==> src/rtl/fft_pkg.sv <==
// Shared constants and FSM state encoding for the in-place radix-2 FFT sequencer.
//   N_LOG2   : log2 of transform length
//   DATA_W   : width of each real/imag component
//   BFLY_LAT : clock edges the butterfly needs with stable operands
package fft_pkg;

  localparam int unsigned N_LOG2   = 3;
  localparam int unsigned DATA_W   = 16;
  localparam int unsigned BFLY_LAT = 3;

  localparam int unsigned N      = 1 << N_LOG2;
  localparam int unsigned HALF_N = N / 2;

  // Index widths: stage counts 0..N_LOG2-1, butterfly index 0..N/2-1.
  localparam int unsigned STAGE_W = (N_LOG2 > 2) ? $clog2(N_LOG2) : 1;
  localparam int unsigned K_W     = N_LOG2 - 1;
  localparam int unsigned CNT_W   = (BFLY_LAT > 2) ? $clog2(BFLY_LAT) : 1;

  typedef enum logic [2:0] {
    ST_IDLE  = 3'd0,
    ST_READ  = 3'd1,
    ST_LOAD  = 3'd2,
    ST_HOLD  = 3'd3,
    ST_WRITE = 3'd4,
    ST_DONE  = 3'd5
  } state_t;

endpackage

==> src/rtl/fft_addr_gen.sv <==
// Combinational DIT address generator: (stage, butterfly) -> operand addresses and twiddle index.
//   stage    : current stage s
//   k        : butterfly index within the stage
//   addr_a_c : address of the upper operand
//   addr_b_c : address of the lower operand (addr_a_c + 2^s)
//   tw_c     : twiddle ROM index
module fft_addr_gen
  import fft_pkg::*;
(
  input  logic [STAGE_W-1:0] stage,
  input  logic [K_W-1:0]     k,
  output logic [N_LOG2-1:0]  addr_a_c,
  output logic [N_LOG2-1:0]  addr_b_c,
  output logic [K_W-1:0]     tw_c
);

  logic [N_LOG2-1:0]  half;
  logic [N_LOG2-1:0]  k_ext;
  logic [N_LOG2-1:0]  pos;
  logic [N_LOG2-1:0]  base;
  logic [STAGE_W-1:0] tw_sh;

  // base = group * 2 * half, i.e. the high bits of k shifted up by one place.
  always_comb begin
    half     = N_LOG2'(1) << stage;
    k_ext    = N_LOG2'(k);
    pos      = k_ext & (half - N_LOG2'(1));
    base     = ((k_ext >> stage) << stage) << 1;
    addr_a_c = base | pos;
    addr_b_c = addr_a_c + half;
    tw_sh    = STAGE_W'(N_LOG2 - 1) - stage;
    tw_c     = K_W'(pos << tw_sh);
  end

endmodule

==> src/rtl/fft_stage_sequencer.sv <==
// Sequences a radix-2 DIT butterfly through every stage of an in-place FFT in a dual-port RAM.
//   i_start            : start pulse, accepted only when idle
//   o_busy / o_done    : transform in progress / single-cycle completion pulse
//   o_rd_en, o_we      : RAM read and write strobes (both ports)
//   o_addr_a/b         : operand addresses, shared by read and write-back
//   o_tw_addr          : twiddle ROM index (1-cycle latency, like the RAM)
//   i_rd_*, i_tw_*     : RAM / ROM read data
//   o_bf_*             : registered butterfly operands, held stable through HOLD and WRITE
//   i_bf_*             : butterfly results
//   o_wr_*             : write data, pass-through of i_bf_* while o_we is high
module fft_stage_sequencer
  import fft_pkg::*;
(
  input  logic              clk,
  input  logic              rst_n,
  input  logic              i_start,
  output logic              o_busy,
  output logic              o_done,
  output logic              o_rd_en,
  output logic [N_LOG2-1:0] o_addr_a,
  output logic [N_LOG2-1:0] o_addr_b,
  input  logic [DATA_W-1:0] i_rd_ra,
  input  logic [DATA_W-1:0] i_rd_ca,
  input  logic [DATA_W-1:0] i_rd_rb,
  input  logic [DATA_W-1:0] i_rd_cb,
  output logic [N_LOG2-2:0] o_tw_addr,
  input  logic [DATA_W-1:0] i_tw_r,
  input  logic [DATA_W-1:0] i_tw_c,
  output logic [DATA_W-1:0] o_bf_ra,
  output logic [DATA_W-1:0] o_bf_ca,
  output logic [DATA_W-1:0] o_bf_rb,
  output logic [DATA_W-1:0] o_bf_cb,
  output logic [DATA_W-1:0] o_bf_tw_r,
  output logic [DATA_W-1:0] o_bf_tw_c,
  input  logic [DATA_W-1:0] i_bf_ra,
  input  logic [DATA_W-1:0] i_bf_ca,
  input  logic [DATA_W-1:0] i_bf_rb,
  input  logic [DATA_W-1:0] i_bf_cb,
  output logic              o_we,
  output logic [DATA_W-1:0] o_wr_ra,
  output logic [DATA_W-1:0] o_wr_ca,
  output logic [DATA_W-1:0] o_wr_rb,
  output logic [DATA_W-1:0] o_wr_cb
);

  state_t             state, state_nxt;
  logic [STAGE_W-1:0] stage, stage_nxt;
  logic [K_W-1:0]     k, k_nxt;
  logic [CNT_W-1:0]   cnt, cnt_nxt;
  logic [N_LOG2-1:0]  addr_a_c, addr_b_c;
  logic [K_W-1:0]     tw_c;

  // Addresses are generated from the next (stage, k) so they can be registered on entry to READ.
  fft_addr_gen u_addr_gen (
    .stage    (stage_nxt),
    .k        (k_nxt),
    .addr_a_c (addr_a_c),
    .addr_b_c (addr_b_c),
    .tw_c     (tw_c)
  );

  // Next-state and index update.
  always_comb begin
    state_nxt = state;
    stage_nxt = stage;
    k_nxt     = k;
    cnt_nxt   = cnt;
    case (state)
      ST_IDLE:  if (i_start) state_nxt = ST_READ;
      ST_READ:  state_nxt = ST_LOAD;
      ST_LOAD: begin
        cnt_nxt   = CNT_W'(BFLY_LAT - 1);
        state_nxt = ST_HOLD;
      end
      ST_HOLD: begin
        if (cnt == '0) state_nxt = ST_WRITE;
        else           cnt_nxt   = cnt - CNT_W'(1);
      end
      ST_WRITE: begin
        if (k != K_W'(HALF_N - 1)) begin
          k_nxt     = k + K_W'(1);
          state_nxt = ST_READ;
        end else if (stage != STAGE_W'(N_LOG2 - 1)) begin
          stage_nxt = stage + STAGE_W'(1);
          k_nxt     = '0;
          state_nxt = ST_READ;
        end else begin
          state_nxt = ST_DONE;
        end
      end
      ST_DONE: begin
        stage_nxt = '0;
        k_nxt     = '0;
        state_nxt = ST_IDLE;
      end
      default:  state_nxt = ST_IDLE;
    endcase
  end

  // State, indices and registered outputs decoded from the next state.
  always_ff @(posedge clk or negedge rst_n) begin
    if (!rst_n) begin
      state     <= ST_IDLE;
      stage     <= '0;
      k         <= '0;
      cnt       <= '0;
      o_busy    <= 1'b0;
      o_done    <= 1'b0;
      o_rd_en   <= 1'b0;
      o_we      <= 1'b0;
      o_addr_a  <= '0;
      o_addr_b  <= '0;
      o_tw_addr <= '0;
      o_bf_ra   <= '0;
      o_bf_ca   <= '0;
      o_bf_rb   <= '0;
      o_bf_cb   <= '0;
      o_bf_tw_r <= '0;
      o_bf_tw_c <= '0;
    end else begin
      state   <= state_nxt;
      stage   <= stage_nxt;
      k       <= k_nxt;
      cnt     <= cnt_nxt;
      o_busy  <= (state_nxt != ST_IDLE);
      o_done  <= (state_nxt == ST_DONE);
      o_rd_en <= (state_nxt == ST_READ);
      o_we    <= (state_nxt == ST_WRITE);
      if (state_nxt == ST_READ) begin
        o_addr_a  <= addr_a_c;
        o_addr_b  <= addr_b_c;
        o_tw_addr <= tw_c;
      end
      // RAM/ROM data arrive during LOAD, one cycle after the read strobe.
      if (state == ST_LOAD) begin
        o_bf_ra   <= i_rd_ra;
        o_bf_ca   <= i_rd_ca;
        o_bf_rb   <= i_rd_rb;
        o_bf_cb   <= i_rd_cb;
        o_bf_tw_r <= i_tw_r;
        o_bf_tw_c <= i_tw_c;
      end
    end
  end

  // Write data follows the butterfly directly, gated to zero outside the write strobe.
  assign o_wr_ra = o_we ? i_bf_ra : '0;
  assign o_wr_ca = o_we ? i_bf_ca : '0;
  assign o_wr_rb = o_we ? i_bf_rb : '0;
  assign o_wr_cb = o_we ? i_bf_cb : '0;

endmodule

==> config.mk <==
export PLATFORM = sky130hd
export DESIGN_NAME = fft_stage_sequencer
export DESIGN_NICKNAME = d
export VERILOG_FILES = /design/src/rtl/fft_pkg.sv /design/src/rtl/fft_addr_gen.sv /design/src/rtl/fft_stage_sequencer.sv
export SDC_FILE = /design/constraint.sdc
export NUM_CORES = 1
export LEC_CHECK = 0
export CAP_MARGIN = 20
export CELL_PAD_IN_SITES_DETAIL_PLACEMENT = 1
export CELL_PAD_IN_SITES_GLOBAL_PLACEMENT = 1
export CORE_UTILIZATION = 27
export DETAILED_ROUTE_END_ITERATION = 6
export PLACE_DENSITY = 0.85
export SLEW_MARGIN = 20
export SYNTH_ARGS = -nofsm -noshare
export SYNTH_HDL_FRONTEND = slang
export SYNTH_SLANG_ARGS = --single-unit
export TNS_END_PERCENT = 1
==> constraint.sdc <==
create_clock -name clk -period 3.6 [get_ports clk]
set_input_delay 0.72 -clock clk [delete_from_list [all_inputs] [get_ports clk]]
set_output_delay 0.72 -clock clk [all_outputs]
set_load 0.05 [all_outputs]
# --- Yosys cells after proc, flatten, opt, wreduce, memory -nomap -nowiden ---
# Index checks and enable logic that the tools add are counted.
op_classes:
  n_addsub: 6
  n_eq_ne: 11
  n_shift: 4
  muxes: 17
  bitwise: 2
  n_reduce_logical: 5
op_table:
  columns: ["op", "n"]
  rows:
  - ["$mux W16", 4]
  - ["$pmux W3 S5", 1]
  - ["$eq A3 B3 Y1 const B", 4]
  - ["$mux W3", 4]
  - ["$pmux W2 S2", 3]
  - ["$mux W2", 5]
  - ["$eq A3 B1 Y1 const B", 2]
  - ["$eq A3 B2 Y1 const B", 2]
  - ["$ne A2 B2 Y1 const B", 3]
  - ["$shl A3 B2 Y2", 2]
  - ["$add A2 B1 Y2 const B", 2]
  - ["$add A3 B3 Y3", 1]
  - ["$and A2 B3 Y3", 1]
  - ["$logic_not A3 Y1", 1]
  - ["$or A3 B3 Y3", 1]
  - ["$reduce_bool A3 Y1", 1]
  - ["$shl A1 B2 Y3 const A", 1]
  - ["$shr A2 B2 Y3", 1]
  - ["$sub A3 B1 Y3 const B", 1]
  - ["$logic_not A2 Y1", 1]
  - ["$reduce_and A2 Y1", 1]
  - ["$reduce_bool A2 Y1", 1]
  - ["$sub A2 B1 Y2 const B", 1]
  - ["$sub A2 B2 Y2 const A", 1]
word_totals:
  register_bits: 117
  word_cells: 62

# --- Longest topological paths before layout ---
# Gate-level depths: netlist of run 1.
depth:
  depth_word: 9
  mapped_depth: 12
  ltp_nobuf: 12

# --- Modules after synthesis ---
# Synthesis of run 1 repeated with hierarchy kept, for this count alone.
hier_totals:
  cells_unflattened: 371
  hier_area_um2: 5277.6
by_module_without_submodules:
  columns: ["module", "instances", "cells_per_inst", "area_each_um2", "seq_area_each_um2"]
  rows:
  - ["fft_stage_sequencer", 1, 352, 5138.7, 2927.8]
  - ["fft_addr_gen", 1, 19, 138.9, 0.0]

# --- Least setup slack after synthesis of run 1 ---
# No wires, ideal clock.
synth_path:
  path_kind: "register -> register"
  from: "reg k[0]"
  to: "reg o_addr_b[2]"
  setup_time_ns: 0.087
  t_arrival_ns: 2.473
  required_time_ns: 3.513
  setup_slack_ns: 1.040
  path_stages_with_launch: 11
  n_path_buf: 0
  synth_period_minus_slack_ns: 2.560
  path_cell_list: "dfrtp_1 > ha_1 > or2_2 > a21oi_1 > nor2_2 > ha_1 > xnor2_1 > a32oi_1 > fa_1 > nand2b_1 > o211ai_1"
synth_between:
  elab_chain_len: 8
  word_cells_on_any_way: 17
  classes_between: "add/sub: 3; eq/ne: 2; shift: 3; mux: 7; bitwise: 2"
synth_lines:
  columns: ["item", "line", "text"]
  rows:
  - ["start: declaration", "fft_stage_sequencer.sv:48", "logic [K_W-1:0] k, k_nxt;"]
  - ["start signal: assignment", "fft_stage_sequencer.sv:123", "k <= k_nxt;"]
  - ["$ne A2 B2 Y1", "fft_stage_sequencer.sv:80", "if (k != K_W'(HALF_N - 1)) begin"]
  - ["$mux W2", "fft_stage_sequencer.sv:80", null]
  - ["$pmux W2 S2", "fft_stage_sequencer.sv:68", "case (state)"]
  - ["$shl A1 B2 Y3", "fft_addr_gen.sv:25", "half = N_LOG2'(1) << stage;"]
  - ["$sub A3 B1 Y3", "fft_addr_gen.sv:27", "pos = k_ext & (half - N_LOG2'(1));"]
  - ["$and A2 B3 Y3", "fft_addr_gen.sv:27", null]
  - ["$or A3 B3 Y3", "fft_addr_gen.sv:29", "addr_a_c = base | pos;"]
  - ["$add A3 B3 Y3", "fft_addr_gen.sv:30", "addr_b_c = addr_a_c + half;"]
  - ["end signal: assignment", "fft_stage_sequencer.sv:131", "o_addr_b <= addr_b_c;"]
  - ["end: declaration", "fft_stage_sequencer.sv:21", "output logic [N_LOG2-1:0] o_addr_b,"]
# Parallel ways exist; a longest one is shown, timed or not.
# A chain may end at the register's enable or synchronous reset.

# --- Worst setup path in the final report of run 1 ---
# Same ends and word-level chain as after synthesis.

==> insert_results.sql, run 1 <==
INSERT INTO impl_metrics (metric_group, metric, value, unit) VALUES
('critical_path', 'timing.setup.critical_path_class', 'flop to flop', ''),
('critical_path', 'worst-path-max-fanout', '7', ''),
('clocking', 'post_cts_buffers', '0', ''),
('clocking', 'postCtsHoldBufs', '0', ''),
('critical_path', 'critical_path.reg2reg.endpoint', 'o_addr_b[2]', ''),
('placement', 'place_hpwl', '15200', 'um'),
('clocking', 'clock_latency', '420', 'ps'),
('global_route', 'maximum_number_of_pins_on_one_net_before_global_route_repair', '70', ''),
('drt', 'drtAntennaViolNets', '0', ''),
('timing', 'achievable-frequency', '335', 'MHz'),
('power', 'vdd_drop_max', '0.000527', 'V'),
('synth', 'syn_area_per_cell', '13.2', 'um^2'),
('global_route', 'grt_pass1_wl', '30300', 'um'),
('synth', 'synth_area_leaders', 'sky130_fd_sc_hd__dfrtp_1 (58%), sky130_fd_sc_hd__mux2_2 (21%), sky130_fd_sc_hd__and2_1 (7.9%), sky130_fd_sc_hd__ha_1 (1.5%), sky130_fd_sc_hd__nand2_1 (1.2%)', ''),
('layout', 'commonest_non_fill_non_tap_cells_in_the_layout', 'sky130_fd_sc_hd__clkdlybuf4s50_1 (329), sky130_fd_sc_hd__dfrtp_1 (117), sky130_fd_sc_hd__mux2_2 (96)', ''),
('power', 'report.power.total', '10.0', 'mW'),
('run_status', 'run_status', 'finished, violations left', ''),
('drt', 'vias_per_cell', '4.47', ''),
('clocking', 'cts_tree', 'done', ''),
('placement', 'placement.io_buffers', '334', ''),
('timing', 'skew', '9.74', 'ps'),
('die', 'fp.dieH', '139', 'um'),
('synth', 'synth_nets', '552', ''),
('synth', 'ys_ff_latch', '117', ''),
('timing', 'grt_setup_unrepaired', 'false', ''),
('global_route', 'grt_antenna_before_repair', '3', ''),
('run_status', 'violations_in_the_final_reports', 'DRC', ''),
('drt', 'post-route-drc-count', '24', ''),
('synth', 'async_flop_share', '100', '%'),
('synth', 'synth.largest_area_cell', 'sky130_fd_sc_hd__dfrtp_1', ''),
('layout', 'net_count_reported_at_finish', '892', ''),
('clocking', 'clkSlewWorstSetupHoldPaths', '60', 'ps'),
('timing', 'worst-slew-pin-transition', '862', 'ps'),
('critical_path', 'setup.worst_path.start_class', 'flop', ''),
('synth', 'synth-warning-count', '0', ''),
('synth', 'netlist-cell-type-count', '43', ''),
('global_route', 'vias_in_the_first_global_route', '4997', ''),
('critical_path', 'crit_required', '3920', 'ps'),
('critical_path', 'setup.worst_path.end_class', 'flop', ''),
('synth', 'synth-edff-count', '0', ''),
('synth', 'post_synth_instance_area', '0.00506', 'mm^2'),
('layout', 'final_common_cell', 'sky130_fd_sc_hd__clkdlybuf4s50_1', ''),
('timing', 'finalSetupViolCount', '0', ''),
('global_route', 'grt_usage', '21.2', '%'),
('timing', 'final_period_minus_worst_setup_slack', '2990', 'ps'),
('flow_run', 'maxCapViolations', '0', ''),
('critical_path', 'critical_path_arrival', '3310', 'ps'),
('die', 'fp.coreArea', '0.0181', 'mm^2'),
('die', 'row_count', '49', ''),
('synth', 'synthesis.instances', '382', ''),
('clocking', 'number_of_cts_inserted_buffers', '17', ''),
('timing', 'max_slew_margin_vs_limit', '42.4', '%'),
('synth', 'top_flip_flop_cell_by_instance_count_after_synthesis', 'sky130_fd_sc_hd__dfrtp_1', ''),
('critical_path', 'reg2reg_setup_slack', '610', 'ps'),
('timing', 'finalSetupTns', '0', 'ps'),
('global_route', 'globalRoute.totalOverflow', '0', ''),
('min_path', 'hold_path_class', 'primary input to async pin', ''),
('drt', 'routed_wire_length_per_instance', '20.7', 'um'),
('layout', 'post_route_cells_drive_above_1_share', '20.3', '%'),
('die', 'floorplan.die.width', '139', 'um'),
('timing', 'final_hold_viol_count', '0', ''),
('power', 'leakage', '3.78', 'nW'),
('die', 'floorplan.die_area', '0.0193', 'mm^2'),
('drt', 'number_of_optimization_iterations_in_the_first_detailed_route_pass', '7', ''),
('power', 'pwr_density_cell', '1080', 'mW/mm^2'),
('die', 'initial_cell_density_of_the_core', '27.9', '%'),
('layout', 'area_growth_syn_to_layout', '83.0', '%'),
('timing', 'max_slew_violation_total_from_the_final_report', '0', ''),
('synth', 'synth_top_area_share', '57.9', '%'),
('clocking', 'cts_htree_levels', '4', ''),
('clocking', 'numClockSinks', '117', '');
-- per-stage QoR --
step	setup slack, ps	hold WS [ps]	utilization, %	instance area, um^2	instances
detailed placement	638	496	47.6	8640	932
CTS	579	352	51.0	9250	963
finish	611	340	51.0	9260	966
global route	438	387	51.0	9260	966
global placement	628	475	47.6	8640	932
floorplan	1040	424	-	5060	382
-- worst max-delay path: stages (launching register included) --
cell,delay (ps)
sky130_fd_sc_hd__dfrtp_1,410
sky130_fd_sc_hd__ha_1,290
sky130_fd_sc_hd__or2_2,330
sky130_fd_sc_hd__a21oi_1,270
sky130_fd_sc_hd__nor2_2,140
sky130_fd_sc_hd__ha_1,260
sky130_fd_sc_hd__xnor2_1,260
sky130_fd_sc_hd__a32oi_1,150
sky130_fd_sc_hd__fa_1,450
sky130_fd_sc_hd__nand2b_1,160
sky130_fd_sc_hd__o211ai_1,170
-- synthesized netlist by cell type, types with 2 or more instances --
| cell type | count |
|---|---|
| sky130_fd_sc_hd__o21ai_1 | 2 |
| sky130_fd_sc_hd__nor2_1 | 7 |
| sky130_fd_sc_hd__buf_6 | 4 |
| sky130_fd_sc_hd__buf_2 | 6 |
| sky130_fd_sc_hd__inv_1 | 6 |
| sky130_fd_sc_hd__nand2_1 | 16 |
| sky130_fd_sc_hd__and2_1 | 64 |
| sky130_fd_sc_hd__nand2b_1 | 3 |
| sky130_fd_sc_hd__nor2_2 | 3 |
| sky130_fd_sc_hd__dfrtp_1 | 117 |
| sky130_fd_sc_hd__a21oi_1 | 4 |
| sky130_fd_sc_hd__nor3_1 | 5 |
| sky130_fd_sc_hd__o21ai_0 | 2 |
| sky130_fd_sc_hd__clkbuf_1 | 8 |
| sky130_fd_sc_hd__nand3_1 | 4 |
| sky130_fd_sc_hd__mux2_2 | 96 |
| sky130_fd_sc_hd__ha_1 | 6 |
| sky130_fd_sc_hd__or2_2 | 2 |
| sky130_fd_sc_hd__mux2i_1 | 3 |
-- state kept, by name, summed over array words and instances (netlist names), 2 cells and up --
signal and count:
o_bf_tw_r 16, o_tw_addr 2, o_addr_a 3, o_bf_tw_c 16, o_addr_b 3, o_bf_rb 16
o_bf_ca 16, o_bf_ra 16, o_bf_cb 16, k 2, cnt 2, stage 2
state 3
-- area by class of cell --
type	count	area, um^2
Antenna cell	3	7.51
Clock buffer	18	439
Clock inverter	13	173
Fill cell	1885	8890
Inverter	8	30.0
Multi-Input combinational cell	238	1990
Sequential cell	117	2930
Tap cell	229	287
Timing Repair Buffer	340	3400
-- power breakdown --
part	total, mW	internal, mW	leakage (nW)	switching (mW)
Sequential	2.34	1.96	1.40	0.384
Clock	1.77	1.11	0.286	0.655
Combinational	5.89	2.20	2.10	3.69
Total	10.0	5.27	3.78	4.73
-- cells by family (layout without fill, tap and decap cells) --
kind of cell             count (synthesis)  count (layout)  synth area share [%]
AO/OA/AOI/OAI                           20              20                  2.77
XOR/XNOR                                 1               1                 0.173
adder cells (fa/ha/maj)                  7               7                  1.88
buffers and inverters                   27             379                  2.82
flip-flops                             117             117                  57.9
multiplexers                            99              99                  22.0
other                                    1               4                0.0741
AND/OR/NAND/NOR                        110             110                  12.5
-- worst max path at each step --
| stage | from | end | slack [ps] | depth (start not counted) |
|---|---|---|---|---|
| after floorplan | k[0] | o_addr_b[2] | 1040 | 10 |
| after global placement | i_bf_ra[0] | o_wr_ra[0] | 630 | 3 |
| after detailed placement | i_bf_ra[0] | o_wr_ra[0] | 640 | 3 |
| after CTS | k[0] | o_addr_b[2] | 580 | 10 |
| after global routing | k[0] | o_addr_b[2] | 440 | 10 |
| final | k[0] | o_addr_b[2] | 610 | 10 |
-- metal layers --
metal / share of wire [%] / GRT usage [%]
met1: 33 / 19.7
met2: 55 / 39.7
met3: 9.0 / 7.87
met5: 0 / 0
met4: 3.5 / 12.3
No activity file was read; power rests on OpenSTA's default activity.
==> run 2, diff against run 1 <==
==> constraint.sdc (replaced) <==
create_clock -name clk -period 2.82 [get_ports clk]
set_input_delay 0.564 -clock clk [delete_from_list [all_inputs] [get_ports clk]]
set_output_delay 0.564 -clock clk [all_outputs]
set_load 0.05 [all_outputs]
==> run 2 against run 1 <==
Compared with the run above:
- hold slack better by 140 ps
- highest routed layer unchanged
- sequential share of layout area down 2.3 points
- the run still ends with DRC left
- setup slack worse by 530 ps
- combinational power up 35%
- sequential cell count unchanged
- global-route usage up 0.96 points
- via count up 2.7%
- non-clock buffer count up 4
- critical path type unchanged
==> insert_results.sql, run 2 (same netlist as run 1, synthesis figures left out) <==
INSERT INTO impl_metrics (metric_group, metric, value, unit) VALUES
('drt', 'routed_wl', '21000', 'um'),
('die', 'fp.coreArea', '0.0181', 'mm^2'),
('clocking', 'numClockSinks', '117', ''),
('min_path', 'min_path_cells', '2', ''),
('die', 'floorplan.die.width', '139', 'um'),
('drt', 'detail_route.iter0.violations', '134', ''),
('global_route', 'grt_antenna_before_repair', '0', ''),
('global_route', 'maximum_number_of_pins_on_one_net_before_global_route_repair', '68', ''),
('placement', 'dpl-instance-area', '0.00930', 'mm^2'),
('power', 'power.share.sequential', '22.5', '%'),
('timing', 'final_period_minus_worst_setup_slack', '2740', 'ps'),
('clocking', 'clock_latency', '410', 'ps'),
('critical_path', 'worstRegToRegCells', '12', ''),
('global_route', 'grt_pass1_wl', '31400', 'um'),
('placement', 'place_hpwl', '16000', 'um'),
('clocking', 'cts_htree_levels', '4', ''),
('timing', 'finalCritPeriodShare', '97.0', '%'),
('placement', 'place_congestion', '0.930', ''),
('power', 'leakage', '4.13', 'nW'),
('drt', 'vias', '4434', ''),
('die', 'floorplan.die_area', '0.0193', 'mm^2'),
('critical_path', 'critical_path.startpoint', 'stage[0]', ''),
('clocking', 'clock-root-buffer', 'sky130_fd_sc_hd__clkbuf_16', ''),
('placement', 'placement.io_buffers', '334', ''),
('critical_path', 'worstReg2RegStart', 'stage[0]', ''),
('critical_path', 'setup.worst_path.end_class', 'flop', ''),
('global_route', 'vias_in_the_first_global_route', '5188', ''),
('layout', 'commonest_non_fill_non_tap_cells_in_the_layout', 'sky130_fd_sc_hd__clkdlybuf4s50_1 (268), sky130_fd_sc_hd__dfrtp_1 (117), sky130_fd_sc_hd__mux2_2 (96)', ''),
('flow_run', 'maxCapViolations', '0', ''),
('power', 'power.combinational.fraction', '60.0', '%'),
('global_route', 'globalRoute.totalOverflow', '0', ''),
('drt', 'drtAntennaViolNets', '0', ''),
('critical_path', 'reg2reg_setup_slack', '80', 'ps'),
('critical_path', 'timing.setup.critical_path_class', 'flop to flop', ''),
('power', 'total_switching_power', '6.11', 'mW'),
('drt', 'vias_per_cell', '4.58', ''),
('layout', 'finalCoreUtilization', '55.0', '%'),
('die', 'ios', '335', ''),
('min_path', 'worstHoldEndpoint', 'o_addr_a[2]', ''),
('timing', 'skew', '10.1', 'ps'),
('run_status', 'run_status', 'finished, violations left', ''),
('timing', 'worst-slew-pin-transition', '763', 'ps'),
('layout', 'antenna_cells', '0', ''),
('clocking', 'clock_tree.buffer_depth', '2', ''),
('power', 'intPower', '7.16', 'mW'),
('die', 'initial_cell_density_of_the_core', '27.9', '%'),
('timing', 'final_hold_viol_count', '0', ''),
('layout', 'net_count_reported_at_finish', '896', ''),
('critical_path', 'crit_buf_inv', '2', ''),
('critical_path', 'worst-path-max-fanout', '5', ''),
('power', 'power.share.switching', '46.0', '%'),
('critical_path', 'critical_path_arrival', '3060', 'ps'),
('critical_path', 'max_stage_delay', '450', 'ps'),
('layout', 'post_route_cells_drive_above_1_share', '29.4', '%'),
('clocking', 'cts_tree', 'done', ''),
('layout', 'final_common_cell', 'sky130_fd_sc_hd__clkdlybuf4s50_1', ''),
('layout', 'area_growth_syn_to_layout', '97.2', '%'),
('critical_path', 'critPathTopFamily', 'adder cells', ''),
('timing', 'max_slew_violation_total_from_the_final_report', '0', ''),
('timing', 'max_slew_margin_vs_limit', '49.2', '%'),
('drt', 'routed_wire_length_per_instance', '21.7', 'um'),
('run_status', 'violations_in_the_final_reports', 'DRC', ''),
('min_path', 'hold_path_class', 'flop to flop', ''),
('die', 'fp.dieH', '139', 'um'),
('clocking', 'clkSlewWorstSetupHoldPaths', '50', 'ps'),
('power', 'vdd_drop_max', '0.000918', 'V'),
('critical_path', 'cp_slowest_cell', 'sky130_fd_sc_hd__fa_1', ''),
('power', 'pwr_density_cell', '1330', 'mW/mm^2'),
('power', 'share_clk_of_total_power', '17.5', '%'),
('critical_path', 'timing.critical_path.cells', 'inv_1 -> ha_1 -> nand2_1 -> nor3_1 -> nor2_2 -> inv_1 -> ha_1 -> xnor2_2 -> a32oi_2 -> fa_1 -> nand2b_1 -> o211ai_1', ''),
('timing', 'finalSetupViolCount', '0', ''),
('timing', 'achievable-frequency', '366', 'MHz'),
('critical_path', 'cp_depth', '12', ''),
('critical_path', 'crit_required', '3140', 'ps'),
('clocking', 'number_of_cts_inserted_buffers', '17', ''),
('drt', 'number_of_optimization_iterations_in_the_first_detailed_route_pass', '7', ''),
('die', 'row_count', '49', ''),
('global_route', 'grt_usage', '22.2', '%'),
('critical_path', 'critical_path.reg2reg.endpoint', 'o_addr_b[2]', ''),
('critical_path', 'setup.worst_path.start_class', 'flop', ''),
('drt', 'post-route-drc-count', '25', ''),
('layout', 'layout.cell_area.non_filler', '0.00998', 'mm^2'),
('min_path', 'holdCritStartpoint', 'o_addr_a[2]', '');
==> run 2: cell count changes in the layout (fill, tap and decap cells not counted), moves of 3 or more <==
cell and delta:
sky130_fd_sc_hd__clkinvlp_4 -4, sky130_fd_sc_hd__buf_12 +64, sky130_fd_sc_hd__clkdlybuf4s50_1 -61, sky130_fd_sc_hd__diode_2 -3
==> run 2: worst max-delay path by stage <==
| stage | to |
|---|---|
| 2_1_floorplan | o_addr_b[2] |
| 3_3_place_gp | o_addr_b[2] |
| 3_5_place_dp | o_addr_b[2] |
| 4_1_cts | o_addr_b[2] |
| 5_1_grt | o_addr_b[2] |
| 6_report | o_addr_b[2] |
==> run 2: stage by stage <==
| stage | TNS, ps | power (mW) | setup slack, ps | hold slack, ps | std cells |
|---|---|---|---|---|---|
| floorplan | 0 | 7.87 | 260 | 268 | 382 |
| detailed placement | 0 | 11.0 | 16.7 | 441 | 934 |
| CTS | 0 | 13.4 | 43.8 | 489 | 967 |
| finish | 0 | 13.3 | 84.5 | 482 | 968 |
| global placement | 0 | 10.7 | 248 | 433 | 934 |
| global route | -52.1 | 13.8 | -29.4 | 502 | 968 |
==> run 2: power by group through the flow <==
stage	Sequential, mW	Combinational [mW]	Clock (mW)
finish	2.98	7.96	2.32
CTS	3.00	8.04	2.37
floorplan	5.56	2.31	0
global placement	2.91	7.79	0
global route	3.09	8.23	2.44
detailed placement	3.00	7.98	0
==> run 2: per-layer routing <==
metal / global-route usage, % / share of wire, % / vias to the layer above
met3: 7.18 / 8.1 / 46
met5: 0 / 0 / -
met4: 14.1 / 5.1 / 0
met2: 42.2 / 55 / 239
met1: 20.2 / 31 / 2168
li1: - / - / 1981
==> run 2: cell type report <==
type                            instances  area [um^2]
Multi-Input combinational cell        238         2020
Inverter                                8         30.0
Fill cell                            1808         8170
Clock inverter                         11          174
Clock buffer                           21          460
Timing Repair Buffer                  344         4080
Sequential cell                       117         2930
Tap cell                              229          287
==> run 2: what timing repair did <==
| item | in CTS | in global routing |
|---|---|---|
| setup buffers | 0 | 1 |
| hold buffers | 1 | 0 |
| endpoints found under the setup margin | 1 | 2 |
| pin swaps | 0 | 1 |
| gates resized for setup | 2 | 3 |
| hold endpoints to repair | 2 | 0 |
==> run 2: worst min-delay path, cell delays in order, from the launching register on <==
cell	delay (ps)
sky130_fd_sc_hd__dfrtp_1	350
sky130_fd_sc_hd__nand2_1	50
sky130_fd_sc_hd__nand2_1	50
==> run 3, diff against run 2 <==
--- a/config.mk
+++ b/config.mk
@@ -8,11 +8,12 @@
 export CAP_MARGIN = 20
 export CELL_PAD_IN_SITES_DETAIL_PLACEMENT = 1
 export CELL_PAD_IN_SITES_GLOBAL_PLACEMENT = 1
-export CORE_UTILIZATION = 27
+export CORE_UTILIZATION = 28
 export DETAILED_ROUTE_END_ITERATION = 6
 export PLACE_DENSITY = 0.85
 export SLEW_MARGIN = 20
 export SYNTH_ARGS = -nofsm -noshare
 export SYNTH_HDL_FRONTEND = slang
+export SYNTH_HIERARCHICAL = 1
 export SYNTH_SLANG_ARGS = --single-unit
 export TNS_END_PERCENT = 1
==> run 3 against run 2 <==
Compared with the run above:
- the flow now finishes without violations
- count of clock-buffer cells in the layout shrank 3
- final area grew 2.4%
- cell count shrank 0.72%
- largest power group unchanged
==> insert_results.sql, run 3 <==
INSERT INTO impl_metrics (metric_group, metric, value, unit) VALUES
('timing', 'finalCritPeriodShare', '98.7', '%'),
('synth', 'synth_compound_area_share', '2.02', '%'),
('placement', 'placement.io_buffers', '334', ''),
('drt', 'vias_per_cell', '4.50', ''),
('synth', 'synth-edff-count', '0', ''),
('synth', 'synthTopCellsByCount', 'sky130_fd_sc_hd__dfrtp_1 (117), sky130_fd_sc_hd__and2_1 (64), sky130_fd_sc_hd__mux2_2 (64)', ''),
('synth', 'synth_xor_xnor_area_share', '0.332', '%'),
('global_route', 'grt_usage', '20.3', '%'),
('drt', 'number_of_optimization_iterations_in_the_first_detailed_route_pass', '4', ''),
('critical_path', 'cp_slowest_cell', 'sky130_fd_sc_hd__fa_1', ''),
('clocking', 'postCtsHoldBufs', '0', ''),
('layout', 'commonest_non_fill_non_tap_cells_in_the_layout', 'sky130_fd_sc_hd__clkdlybuf4s50_1 (268), sky130_fd_sc_hd__dfrtp_1 (117), sky130_fd_sc_hd__buf_12 (69)', ''),
('synth', 'synth_nets', '541', ''),
('synth', 'netlist-cell-type-count', '43', ''),
('timing', 'skew', '9.28', 'ps'),
('global_route', 'grt_pass1_wl', '29500', 'um'),
('global_route', 'grt_antenna_before_repair', '0', ''),
('critical_path', 'setup.worst_path.start_class', 'flop', ''),
('global_route', 'maximum_number_of_pins_on_one_net_before_global_route_repair', '57', ''),
('global_route', 'vias_in_the_first_global_route', '4969', ''),
('die', 'ios', '335', ''),
('placement', 'dpl-instance-area', '0.00953', 'mm^2'),
('synth', 'synth_sequential_area_ratio', '55.5', '%'),
('layout', 'final.fill_count', '1793', ''),
('critical_path', 'max_stage_delay', '420', 'ps'),
('min_path', 'hold_path_class', 'primary input to async pin', ''),
('global_route', 'globalRoute.totalOverflow', '0', ''),
('synth', 'synthesis.instances', '371', ''),
('die', 'initial_cell_density_of_the_core', '29.0', '%'),
('timing', 'achievable-frequency', '359', 'MHz'),
('clocking', 'clkSlewWorstSetupHoldPaths', '70', 'ps'),
('clocking', 'cts_tree', 'done', ''),
('critical_path', 'timing.setup.critical_path_class', 'flop to flop', ''),
('clocking', 'clock_latency', '420', 'ps'),
('timing', 'final_hold_viol_count', '0', ''),
('timing', 'final_period_minus_worst_setup_slack', '2780', 'ps'),
('critical_path', 'worst-path-max-fanout', '4', ''),
('synth', 'multiplexer_area_fraction_after_synthesis', '25.2', '%'),
('clocking', 'cts_htree_levels', '4', ''),
('synth', 'yosys.area_share.simple', '11.1', '%'),
('run_status', 'run_status', 'finished, final reports clean', ''),
('power', 'leakage', '4.33', 'nW'),
('die', 'row_count', '49', ''),
('critical_path', 'cp_depth', '12', ''),
('layout', 'post_route_cells_drive_above_1_share', '31.7', '%'),
('layout', 'final_common_cell', 'sky130_fd_sc_hd__clkdlybuf4s50_1', ''),
('synth', 'async_flop_share', '100', '%'),
('synth', 'synth_top_area_share', '55.5', '%'),
('synth', 'post_synth_instance_area', '0.00528', 'mm^2'),
('clocking', 'number_of_cts_inserted_buffers', '17', ''),
('layout', 'antenna_cells', '0', ''),
('timing', 'worst-slew-pin-transition', '645', 'ps'),
('layout', 'finalCoreUtilization', '56.1', '%'),
('critical_path', 'timing.critical_path.cells', 'inv_1 -> ha_1 -> nand3_1 -> o2bb2ai_2 -> inv_1 -> ha_1 -> xnor2_2 -> nand2_1 -> o21ai_1 -> fa_1 -> xnor2_1 -> mux2_2', ''),
('critical_path', 'setup.worst_path.end_class', 'flop', ''),
('timing', 'max_slew_violation_total_from_the_final_report', '0', ''),
('placement', 'place_hpwl', '15100', 'um'),
('layout', 'layout.cell_area.non_filler', '0.0102', 'mm^2'),
('critical_path', 'worstRegToRegCells', '12', ''),
('clocking', 'clock-root-buffer', 'sky130_fd_sc_hd__clkbuf_16', ''),
('timing', 'fin_hold_ws', '135', 'ps'),
('synth', 'synth-warning-count', '6', ''),
('drt', 'routed_wl', '19500', 'um'),
('critical_path', 'crit_required', '3110', 'ps'),
('synth', 'synth_top_family_by_area', 'multiplexers', ''),
('synth', 'ys_ff_latch', '117', ''),
('timing', 'finalSetupViolCount', '0', ''),
('die', 'fp.coreArea', '0.0182', 'mm^2'),
('die', 'floorplan.die_area', '0.0194', 'mm^2'),
('drt', 'detail_route.iter0.violations', '120', ''),
('timing', 'max_slew_margin_vs_limit', '56.9', '%'),
('clocking', 'clock_tree.buffer_depth', '2', ''),
('die', 'fp.dieH', '139', 'um'),
('placement', 'place_congestion', '0.799', ''),
('critical_path', 'critical_path_arrival', '3080', 'ps'),
('power', 'vdd_drop_max', '0.000886', 'V'),
('synth', 'synth.largest_area_cell', 'sky130_fd_sc_hd__dfrtp_1', ''),
('critical_path', 'crit_buf_inv', '2', ''),
('drt', 'routed_wire_length_per_instance', '20.3', 'um'),
('drt', 'drtAntennaViolNets', '0', ''),
('flow_run', 'maxCapViolations', '0', ''),
('die', 'floorplan.die.width', '139', 'um'),
('power', 'pwr_density_cell', '1360', 'mW/mm^2'),
('drt', 'vias', '4320', ''),
('synth', 'synthAdderAreaFrac', '1.80', '%'),
('synth', 'yosys.cell_count.top_type', 'sky130_fd_sc_hd__dfrtp_1', ''),
('power', 'report.power.total', '13.9', 'mW'),
('layout', 'area_growth_syn_to_layout', '93.6', '%'),
('layout', 'multiInputGateArea', '0.00219', 'mm^2'),
('clocking', 'numClockSinks', '117', ''),
('synth', 'synth_area_leaders', 'sky130_fd_sc_hd__dfrtp_1 (55%), sky130_fd_sc_hd__mux2_2 (14%), sky130_fd_sc_hd__mux2_4 (11%), sky130_fd_sc_hd__and2_1 (7.6%), sky130_fd_sc_hd__buf_12 (1.5%)', ''),
('layout', 'storage_element_area', '0.00293', 'mm^2'),
('drt', 'post-route-drc-count', '0', ''),
('synth', 'top_flip_flop_cell_by_instance_count_after_synthesis', 'sky130_fd_sc_hd__dfrtp_1', ''),
('critical_path', 'critPathTopFamily', 'adder cells', ''),
('layout', 'net_count_reported_at_finish', '889', ''),
('synth', 'syn_area_per_cell', '14.2', 'um^2');
[run 3: cell types whose count changed in the layout (fill, tap and decap cells not counted), sizes merged, moves of 3 or more]
cell,previous run,this run
buf,75,81
clkbuf,21,18
clkinv,7,3
inv,8,15
mux2,96,104
nand2,16,5
nor2,10,6
nor2b,1,5
nor3,5,2
[run 3: logic make-up after synthesis]
logic type               after synthesis
AO/OA/AOI/OAI                         15
AND/OR/NAND/NOR                       95
multiplexers                         105
adder cells (fa/ha/maj)                7
XOR/XNOR                               2
other                                  1
flip-flops                           117
buffers and inverters                 29
[run 3: worst paths after layout]
check / start / to / slack [ps]
worst min-delay path: rst_n / o_bf_ra[14] / 130
worst max register to register: stage[0] / o_addr_b[2] / 40
worst min register to register: o_bf_ca[11] / o_bf_ca[11] / 510
min in group clk: o_bf_ca[11] / o_bf_ca[11] / 510
max in group asynchronous: rst_n / o_bf_tw_c[9] / 1950
worst max-delay path: stage[0] / o_addr_b[2] / 40
[run 3: what timing repair did]
| action | CTS | global route |
|---|---|---|
| setup buffers | 0 | 2 |
| setup endpoints to repair | 2 | 2 |
| resized for setup | 3 | 7 |
| pin swaps | 1 | 2 |
[run 3: layout make-up]
cell class	count	share of cell area, %
repair buffers	349	40.7
flip-flops and latches	117	28.7
multi-input cells	225	21.4
clock buffers	18	4.30
well taps	229	2.80
clock inverters	14	1.87
inverters	9	0.331
[run 3: routing by layer]
layer	up-vias	part of all wire (%)	track usage (%)
met3	28	8.6	7.85
met5	-	0	0
li1	1962	-	-
met4	0	2.0	7.31
met1	2110	35	19.8
met2	220	55	38.4
[run 3: power by group]
part / internal, mW / total, mW / switching, mW
clock network: 1.44 / 2.32 / 0.874
registers: 2.52 / 3.03 / 0.515
logic: 3.55 / 8.51 / 4.96
total: 7.51 / 13.9 / 6.35
[run 3: metrics by stage]
| step | setup WS (ps) | cells | setup TNS, ps |
|---|---|---|---|
| 2_1_floorplan | 26.3 | 371 | 0 |
| 3_3_place_gp | 156 | 927 | 0 |
| 3_5_place_dp | -104 | 927 | -158 |
| 4_1_cts | 8.54 | 959 | 0 |
| 5_1_grt | -86.2 | 961 | -126 |
| 6_report | 35.9 | 961 | 0 |
[run 3: worst reg2reg max path, stage by stage (launching register included)]
cell	delay, ps
sky130_fd_sc_hd__dfrtp_1	360
sky130_fd_sc_hd__inv_1	90
sky130_fd_sc_hd__ha_1	310
sky130_fd_sc_hd__nand3_1	130
sky130_fd_sc_hd__o2bb2ai_2	220
sky130_fd_sc_hd__inv_1	100
sky130_fd_sc_hd__ha_1	280
sky130_fd_sc_hd__xnor2_2	180
sky130_fd_sc_hd__nand2_1	80
sky130_fd_sc_hd__o21ai_1	90
sky130_fd_sc_hd__fa_1	420
sky130_fd_sc_hd__xnor2_1	150
sky130_fd_sc_hd__mux2_2	270
